$ cat config.mk
export PLATFORM = sky130hd
export DESIGN_NAME = append_timestamp_flat
export DESIGN_NICKNAME = d
export VERILOG_FILES = /design/src/rtl/tsn_stream_pkg.sv /design/src/rtl/append_timestamp_if.sv /design/src/rtl/timestamp_footer_serializer.sv /design/src/rtl/append_timestamp.sv /design/src/flat_wrapper.sv
export SDC_FILE = /design/constraint.sdc
export NUM_CORES = 1
export LEC_CHECK = 0
export BUFFER_PORTS_ARGS = -buffer_cell sky130_fd_sc_hd__clkbuf_2
export CAP_MARGIN = 20
export CORE_MARGIN = 1.5
export CORE_UTILIZATION = 58
export DETAILED_ROUTE_END_ITERATION = 8
export MAX_ROUTING_LAYER = met4
export PLACE_DENSITY = 0.88
export SETUP_SLACK_MARGIN = 0.05
export SLEW_MARGIN = 20
export SYNTH_ARGS = -nofsm -noshare
export SYNTH_HDL_FRONTEND = slang
export SYNTH_SLANG_ARGS = --single-unit
$ cat constraint.sdc
create_clock -name clk -period 2.4 [get_ports clk]
set_input_delay 0.24 -clock clk [delete_from_list [all_inputs] [get_ports clk]]
set_output_delay 0.24 -clock clk [all_outputs]
set_load 0.05 [all_outputs]
$ cat src/rtl/tsn_stream_pkg.sv
// Constants and FSM encoding shared by the timestamp append/separate stream stages.
package tsn_stream_pkg;
    localparam int DEF_DATA_WIDTH         = 8;
    localparam int DEF_FRAME_LENGTH_WIDTH = 16;
    localparam int DEF_TIMESTAMP_WIDTH    = 72;
    localparam int FOOTER_BEATS           = DEF_TIMESTAMP_WIDTH / DEF_DATA_WIDTH;

    typedef enum logic [1:0] {
        ST_IDLE   = 2'd0,
        ST_FRAME  = 2'd1,
        ST_FOOTER = 2'd2
    } tsn_state_e;

    function automatic int idx_width(input int beats);
        return (beats > 1) ? $clog2(beats) : 1;
    endfunction
endpackage

$ cat src/rtl/append_timestamp_if.sv
// AXI4-Stream bundle used for the frame, footer and frame-length streams.
interface append_timestamp_if #(parameter int W = 8);
    logic [W-1:0] tdata;
    logic         tvalid;
    logic         tready;
    logic         tlast;

    modport master (output tdata, tvalid, tlast, input tready);
    modport slave  (input tdata, tvalid, tlast, output tready);
endinterface

$ cat src/rtl/timestamp_footer_serializer.sv
// Holds a captured timestamp and emits it MSB-first, one DATA_WIDTH beat per advance.
module timestamp_footer_serializer
    import tsn_stream_pkg::*;
#(
    parameter int DATA_WIDTH      = DEF_DATA_WIDTH,
    parameter int TIMESTAMP_WIDTH = DEF_TIMESTAMP_WIDTH
) (
    input  logic                       clk,
    input  logic                       rst,
    input  logic                       load,
    input  logic [TIMESTAMP_WIDTH-1:0] ts,
    input  logic                       advance,
    output logic [DATA_WIDTH-1:0]      data,
    output logic                       last
);
    localparam int BEATS = TIMESTAMP_WIDTH / DATA_WIDTH;
    localparam int IW    = idx_width(BEATS);

    logic [TIMESTAMP_WIDTH-1:0] sh;
    logic [IW-1:0]              idx;

    // Shifting left keeps the current beat in a fixed MSB slice, so no wide mux.
    always_ff @(posedge clk) begin
        if (rst) begin
            sh  <= '0;
            idx <= '0;
        end else if (load) begin
            sh  <= ts;
            idx <= '0;
        end else if (advance) begin
            sh  <= sh << DATA_WIDTH;
            idx <= last ? '0 : idx + 1'b1;
        end
    end

    assign data = sh[TIMESTAMP_WIDTH-1 -: DATA_WIDTH];
    assign last = (idx == IW'(BEATS - 1));
endmodule

$ cat src/rtl/append_timestamp.sv
// Passes an Ethernet frame through, appends the SOF timestamp as a footer and
// reports the payload byte length on a side stream.
module append_timestamp
    import tsn_stream_pkg::*;
#(
    parameter int DATA_WIDTH         = DEF_DATA_WIDTH,
    parameter int FRAME_LENGTH_WIDTH = DEF_FRAME_LENGTH_WIDTH,
    parameter int TIMESTAMP_WIDTH    = DEF_TIMESTAMP_WIDTH
) (
    input  logic                       clk,
    input  logic                       rst,
    input  logic [TIMESTAMP_WIDTH-1:0] timestamp,
    append_timestamp_if.slave          s_axis,
    append_timestamp_if.master         m_axis,
    append_timestamp_if.master         m_axis_frame_length
);
    localparam int BYTES_PER_BEAT = DATA_WIDTH / 8;
    localparam int SUM_W          = FRAME_LENGTH_WIDTH + 1;

    tsn_state_e                    state;
    logic [FRAME_LENGTH_WIDTH-1:0] byte_cnt;
    logic [FRAME_LENGTH_WIDTH-1:0] len_q;
    logic                          len_valid;
    logic [SUM_W-1:0]              sum;
    logic [FRAME_LENGTH_WIDTH-1:0] cnt_next;
    logic                          gate, in_footer, pay_hs, foot_hs, sof;
    logic [DATA_WIDTH-1:0]         ser_data;
    logic                          ser_last;

    always_comb begin
        sum      = {1'b0, byte_cnt} + SUM_W'(BYTES_PER_BEAT);
        cnt_next = sum[SUM_W-1] ? '1 : sum[FRAME_LENGTH_WIDTH-1:0];
    end

    // The last payload beat waits until the previous length has been taken.
    always_comb begin
        in_footer     = (state == ST_FOOTER);
        gate          = ~(s_axis.tlast & len_valid);
        m_axis.tdata  = s_axis.tdata;
        m_axis.tvalid = 1'b0;
        m_axis.tlast  = 1'b0;
        s_axis.tready = 1'b0;
        if (!rst) begin
            if (in_footer) begin
                m_axis.tdata  = ser_data;
                m_axis.tvalid = 1'b1;
                m_axis.tlast  = ser_last;
            end else begin
                m_axis.tvalid = s_axis.tvalid & gate;
                s_axis.tready = m_axis.tready & gate;
            end
        end
    end

    assign pay_hs  = s_axis.tvalid & s_axis.tready;
    assign foot_hs = in_footer & m_axis.tready & ~rst;
    assign sof     = pay_hs & (state == ST_IDLE);

    always_ff @(posedge clk) begin
        if (rst) begin
            state     <= ST_IDLE;
            byte_cnt  <= '0;
            len_q     <= '0;
            len_valid <= 1'b0;
        end else begin
            if (len_valid && m_axis_frame_length.tready)
                len_valid <= 1'b0;
            case (state)
                ST_IDLE, ST_FRAME: begin
                    if (pay_hs) begin
                        if (s_axis.tlast) begin
                            len_q     <= cnt_next;
                            len_valid <= 1'b1;
                            byte_cnt  <= '0;
                            state     <= ST_FOOTER;
                        end else begin
                            byte_cnt <= cnt_next;
                            state    <= ST_FRAME;
                        end
                    end
                end
                ST_FOOTER: if (foot_hs && ser_last) state <= ST_IDLE;
                default:   state <= ST_IDLE;
            endcase
        end
    end

    timestamp_footer_serializer #(
        .DATA_WIDTH     (DATA_WIDTH),
        .TIMESTAMP_WIDTH(TIMESTAMP_WIDTH)
    ) u_ser (
        .clk    (clk),
        .rst    (rst),
        .load   (sof),
        .ts     (timestamp),
        .advance(foot_hs),
        .data   (ser_data),
        .last   (ser_last)
    );

    assign m_axis_frame_length.tdata  = len_q;
    assign m_axis_frame_length.tvalid = len_valid;
    assign m_axis_frame_length.tlast  = 1'b1;
endmodule

$ cat src/flat_wrapper.sv
// flat-port wrapper written by rule: the top's interface ports become plain ports
module append_timestamp_flat import tsn_stream_pkg::*;
#(
    parameter int DATA_WIDTH         = DEF_DATA_WIDTH,
    parameter int FRAME_LENGTH_WIDTH = DEF_FRAME_LENGTH_WIDTH,
    parameter int TIMESTAMP_WIDTH    = DEF_TIMESTAMP_WIDTH
)
  (clk, rst, timestamp, s_axis_tdata, s_axis_tvalid, s_axis_tlast, s_axis_tready, m_axis_tdata, m_axis_tvalid, m_axis_tlast, m_axis_tready, m_axis_frame_length_tdata, m_axis_frame_length_tvalid, m_axis_frame_length_tlast, m_axis_frame_length_tready);
  append_timestamp_if #(.W((8))) s_axis_i ();
  append_timestamp_if #(.W((8))) m_axis_i ();
  append_timestamp_if #(.W((16))) m_axis_frame_length_i ();
  input  logic clk;
  input  logic rst;
  input  logic [TIMESTAMP_WIDTH-1:0] timestamp;
  input wire logic [$bits(s_axis_i.tdata)-1:0] s_axis_tdata;
  input wire logic [$bits(s_axis_i.tvalid)-1:0] s_axis_tvalid;
  input wire logic [$bits(s_axis_i.tlast)-1:0] s_axis_tlast;
  output wire logic [$bits(s_axis_i.tready)-1:0] s_axis_tready;
  output wire logic [$bits(m_axis_i.tdata)-1:0] m_axis_tdata;
  output wire logic [$bits(m_axis_i.tvalid)-1:0] m_axis_tvalid;
  output wire logic [$bits(m_axis_i.tlast)-1:0] m_axis_tlast;
  input wire logic [$bits(m_axis_i.tready)-1:0] m_axis_tready;
  output wire logic [$bits(m_axis_frame_length_i.tdata)-1:0] m_axis_frame_length_tdata;
  output wire logic [$bits(m_axis_frame_length_i.tvalid)-1:0] m_axis_frame_length_tvalid;
  output wire logic [$bits(m_axis_frame_length_i.tlast)-1:0] m_axis_frame_length_tlast;
  input wire logic [$bits(m_axis_frame_length_i.tready)-1:0] m_axis_frame_length_tready;
  assign s_axis_i.tdata = s_axis_tdata;
  assign s_axis_i.tvalid = s_axis_tvalid;
  assign s_axis_i.tlast = s_axis_tlast;
  assign s_axis_tready = s_axis_i.tready;
  assign m_axis_tdata = m_axis_i.tdata;
  assign m_axis_tvalid = m_axis_i.tvalid;
  assign m_axis_tlast = m_axis_i.tlast;
  assign m_axis_i.tready = m_axis_tready;
  assign m_axis_frame_length_tdata = m_axis_frame_length_i.tdata;
  assign m_axis_frame_length_tvalid = m_axis_frame_length_i.tvalid;
  assign m_axis_frame_length_tlast = m_axis_frame_length_i.tlast;
  assign m_axis_frame_length_i.tready = m_axis_frame_length_tready;
  append_timestamp #(.DATA_WIDTH(DATA_WIDTH), .FRAME_LENGTH_WIDTH(FRAME_LENGTH_WIDTH), .TIMESTAMP_WIDTH(TIMESTAMP_WIDTH)) u_core (.clk(clk), .rst(rst), .timestamp(timestamp), .s_axis(s_axis_i), .m_axis(m_axis_i), .m_axis_frame_length(m_axis_frame_length_i));
endmodule
==> run summary <==
Arrival time of the worst setup path = 1.97 ns
Syn Std Cell Area = 4990 um^2
First-pass DRT Iterations = 6
Row Count = 33
Final wirelength = 12100 um
Crit path from = u_core.state[0]
Synth area leader = dfxtp_1
Num CTS Buffers = 9
Top area cells in the synthesized netlist = dfxtp_1, a22oi_1, a21oi_1
Io pins = 115
Worst reg2reg path depth = 4
Fin Setup TNS = 0 ns
Peak VDD IR = 0.385 mV
TritonCTS clock tree = done
Synth Area in Adders = 0.752%
Die Y = 95.8 um
Gpl congestion = 0.937
Compound-Gate Fraction of Synth Area = 26.6%
WS Path Type = reg2out
Reg2reg setup slack = 0.40 ns
MaxCap Viol Count = 0
# fillers = 680
Fin crit period = 2.21 ns
Main flop type after synthesis = dfxtp_1
Cts hold-fix bufs = 0
Clk_skew = 0.0152 ns
Final std cells w/o fill = 758
Initial Util = 60.5%
Yosys cell types = 50
Die area = 9170 um^2
Worst-case clock buffer depth = 2
Worst setup EP type = output pin
Crit-path max cell delay = 0.38 ns
Synth Register Bits = 111
Share of cells above drive strength 1 = 25.7%
Largest net degree at the start of global routing = 74
Total track usage = 26.8%
Slew Limit Fails = 0
EDFF count, synth = 0
Simple logic cell fraction of the synthesized area = 17.2%
CP startpoint kind = flip-flop
Unrepaired setup endpoints after global routing = false
Placed insts = 742
Worst slew pin tran = 1.03 ns
Yosys warning total = 0
Ys async rst share = 0%
Fmax = 453 MHz
DR iter-0 viols = 346
DR WL/cell = 16.0 um
Worst reg2reg path startpoint = u_core.state[1]
N_diodes = 0
Syn-to-layout area delta = 14.5%
Crit path to = m_axis_tdata[6]
Top-area cell type share of the netlist area = 44.5%
Syn_area_per_cell = 8.85 um^2
Syn nets = 653
Main combinational cell family by area after synthesis = compound AO/OA/AOI/OAI gates
First-pass GRT wire length = 18700 um
Clock latency at the later pin of the worst-skew pair = 0.39 ns
Initial antenna violation count = 0
Worst relative slew slack = 31.3%
Gr ovfl total = 0
Die Width = 95.8 um
Reg-to-Reg End = u_core.m_axis_frame_length.tdata[4]
DRC Markers = 0
Required time worst endpoint = 2.16 ns
CTS sink count = 111
H-tree depth = 3
Status = finished clean
Final hold vios = 0
Cell breakdown of the critical path = inv_1 > nand2_1 > nor2_4 > mux2_2 > clkbuf_2
Vias in the first global route = 4097
Post-synthesis xor/xnor area fraction = 1.93%
Syn Inst Count = 564
# port buffers = 113
Post-synthesis sequential area ratio = 44.5%
Antenna Nets Post-Route = 0
Worst Path Max Fanout = 9
Critical-path top delay cell = mux2_2
CTS clk-pin slew, worst paths = 0.10 ns
Core Box Area = 8260 um^2
CTS root buf = clkbuf_8
Leak Pwr = 2.05 nW
Finish-stage setup viols = 0
Power density over cell area = 593 nW/um^2
Min-Delay Path Class = in2reg
Final Cycle Share = 92.0%
Via Count = 4631
Final nets = 737
Proportion of synthesized area in mux cells = 2.21%
Vias per cell = 6.11
HPWL Detailed = 8390 um
-- layout by cell type, fill, tap and decap left out, types with 7 or more instances in the layout --
cell type | synthesis | final
clkbuf_2 | 2 | 112
dfxtp_1 | 111 | 111
nand2_1 | 85 | 85
a21oi_1 | 85 | 85
a22oi_1 | 65 | 65
nand3_1 | 18 | 18
nor2_1 | 18 | 18
a211oi_1 | 16 | 16
xnor2_1 | 9 | 9
clkbuf_8 | 0 | 9
buf_4 | 7 | 9
mux2_2 | 8 | 8
and3_1 | 8 | 8
a311oi_1 | 8 | 8
nor3_1 | 7 | 7
-- worst max-delay path: cells and delay by family (launching register included) --
kind / cells / cell delay (ns)
flip-flops: 1 / 0.36
multiplexers: 1 / 0.38
buffers and inverters: 2 / 0.40
AND/OR/NAND/NOR: 2 / 0.45
-- sequential cells by signal, indices dropped and copies added (netlist names) --
| register | count |
|---|---|
| u_core.byte_cnt | 16 |
| u_core.m_axis_frame_length.tdata | 16 |
| u_core.m_axis_frame_length.tvalid | 1 |
| u_core.state | 2 |
| u_core.u_ser.idx | 4 |
| u_core.u_ser.sh | 72 |
-- cells by family (layout without fill, tap and decap cells) --
kind of cell / after synthesis / in the layout
buffers and inverters: 58 / 147
AND/OR/NAND/NOR: 170 / 170
adder cells (fa/ha/maj): 3 / 3
XOR/XNOR: 11 / 11
flip-flops: 111 / 111
AO/OA/AOI/OAI: 200 / 200
multiplexers: 10 / 10
other: 1 / 1
-- final cells by class --
class	instances	area [um^2]	area share (%)
timing repair buffer	125	693	12.1
clock inverter	6	62.6	1.09
clock buffer	10	128	2.23
inverter	6	22.5	0.394
sequential	111	2220	38.9
multi-input combinational	395	2460	43.0
tap	105	131	2.30
-- report_power, final --
group	leakage [nW]	switching, mW	total [mW]	internal (mW)
Combinational	1.05	0.237	0.375	0.138
Sequential	0.900	0.0286	1.92	1.89
Clock	0.0961	0.687	1.09	0.406
-- cells in the mapped netlist (4+ instances only) --
cell,instances
buf_2,21
a22oi_1,65
mux2_2,8
nor3_1,7
nor2_1,18
a311oi_1,8
and3_1,8
nand4_1,6
a21oi_1,85
clkbuf_1,14
nand3_1,18
xnor2_1,9
buf_6,8
nand2_1,85
a211oi_1,16
inv_1,6
a41oi_1,4
dfxtp_1,111
buf_4,7
nor2b_1,4
-- layer usage --
| layer | GRT usage (%) | vias to the layer above | wire length [um] |
|---|---|---|---|
| li1 | - | 2233 | - |
| met3 | 4.19 | 27 | 946 |
| met4 | 11.0 | 0 | 226 |
| met5 | - | - | 0 |
| met1 | 35.3 | 2161 | 5230 |
| met2 | 41.1 | 210 | 5690 |
-- worst min-delay path by stage --
| stage | slack, ns | depth (start not counted) | end | start |
|---|---|---|---|---|
| 6_report | 0.07 | 3 | u_core.u_ser.sh[0] | timestamp[0] |
| 5_1_grt | 0.07 | 3 | u_core.u_ser.sh[4] | timestamp[4] |
| 4_1_cts | 0.06 | 3 | u_core.u_ser.sh[0] | timestamp[0] |
| 3_5_place_dp | 0.45 | 2 | u_core.u_ser.sh[26] | u_core.u_ser.sh[26] |
| 3_3_place_gp | 0.44 | 2 | u_core.u_ser.sh[33] | u_core.u_ser.sh[33] |
| 2_1_floorplan | 0.34 | 1 | u_core.byte_cnt[0] | s_axis_tlast |
-- timing repair --
| action | 4_1_cts | 5_1_grt |
|---|---|---|
| gates resized for setup | 1 | 0 |
| buffers inserted | 0 | 0 |
| endpoints found under the setup margin | 8 | 0 |
-- stage by stage --
step | area (um^2) | hold slack (ns) | utilization [%] | worst slack, ns | total power [mW]
after floorplan | 4990 | 0.344 | - | 0.594 | 2.21
after global placement | 5520 | 0.441 | 66.9 | 0.426 | 2.33
after detailed placement | 5520 | 0.446 | 66.9 | 0.335 | 2.34
after CTS | 5720 | 0.0607 | 69.2 | 0.191 | 3.40
after global routing | 5720 | 0.0667 | 69.2 | 0.0856 | 3.51
final | 5720 | 0.0677 | 69.2 | 0.191 | 3.39
(Power assumes the default switching activity.)
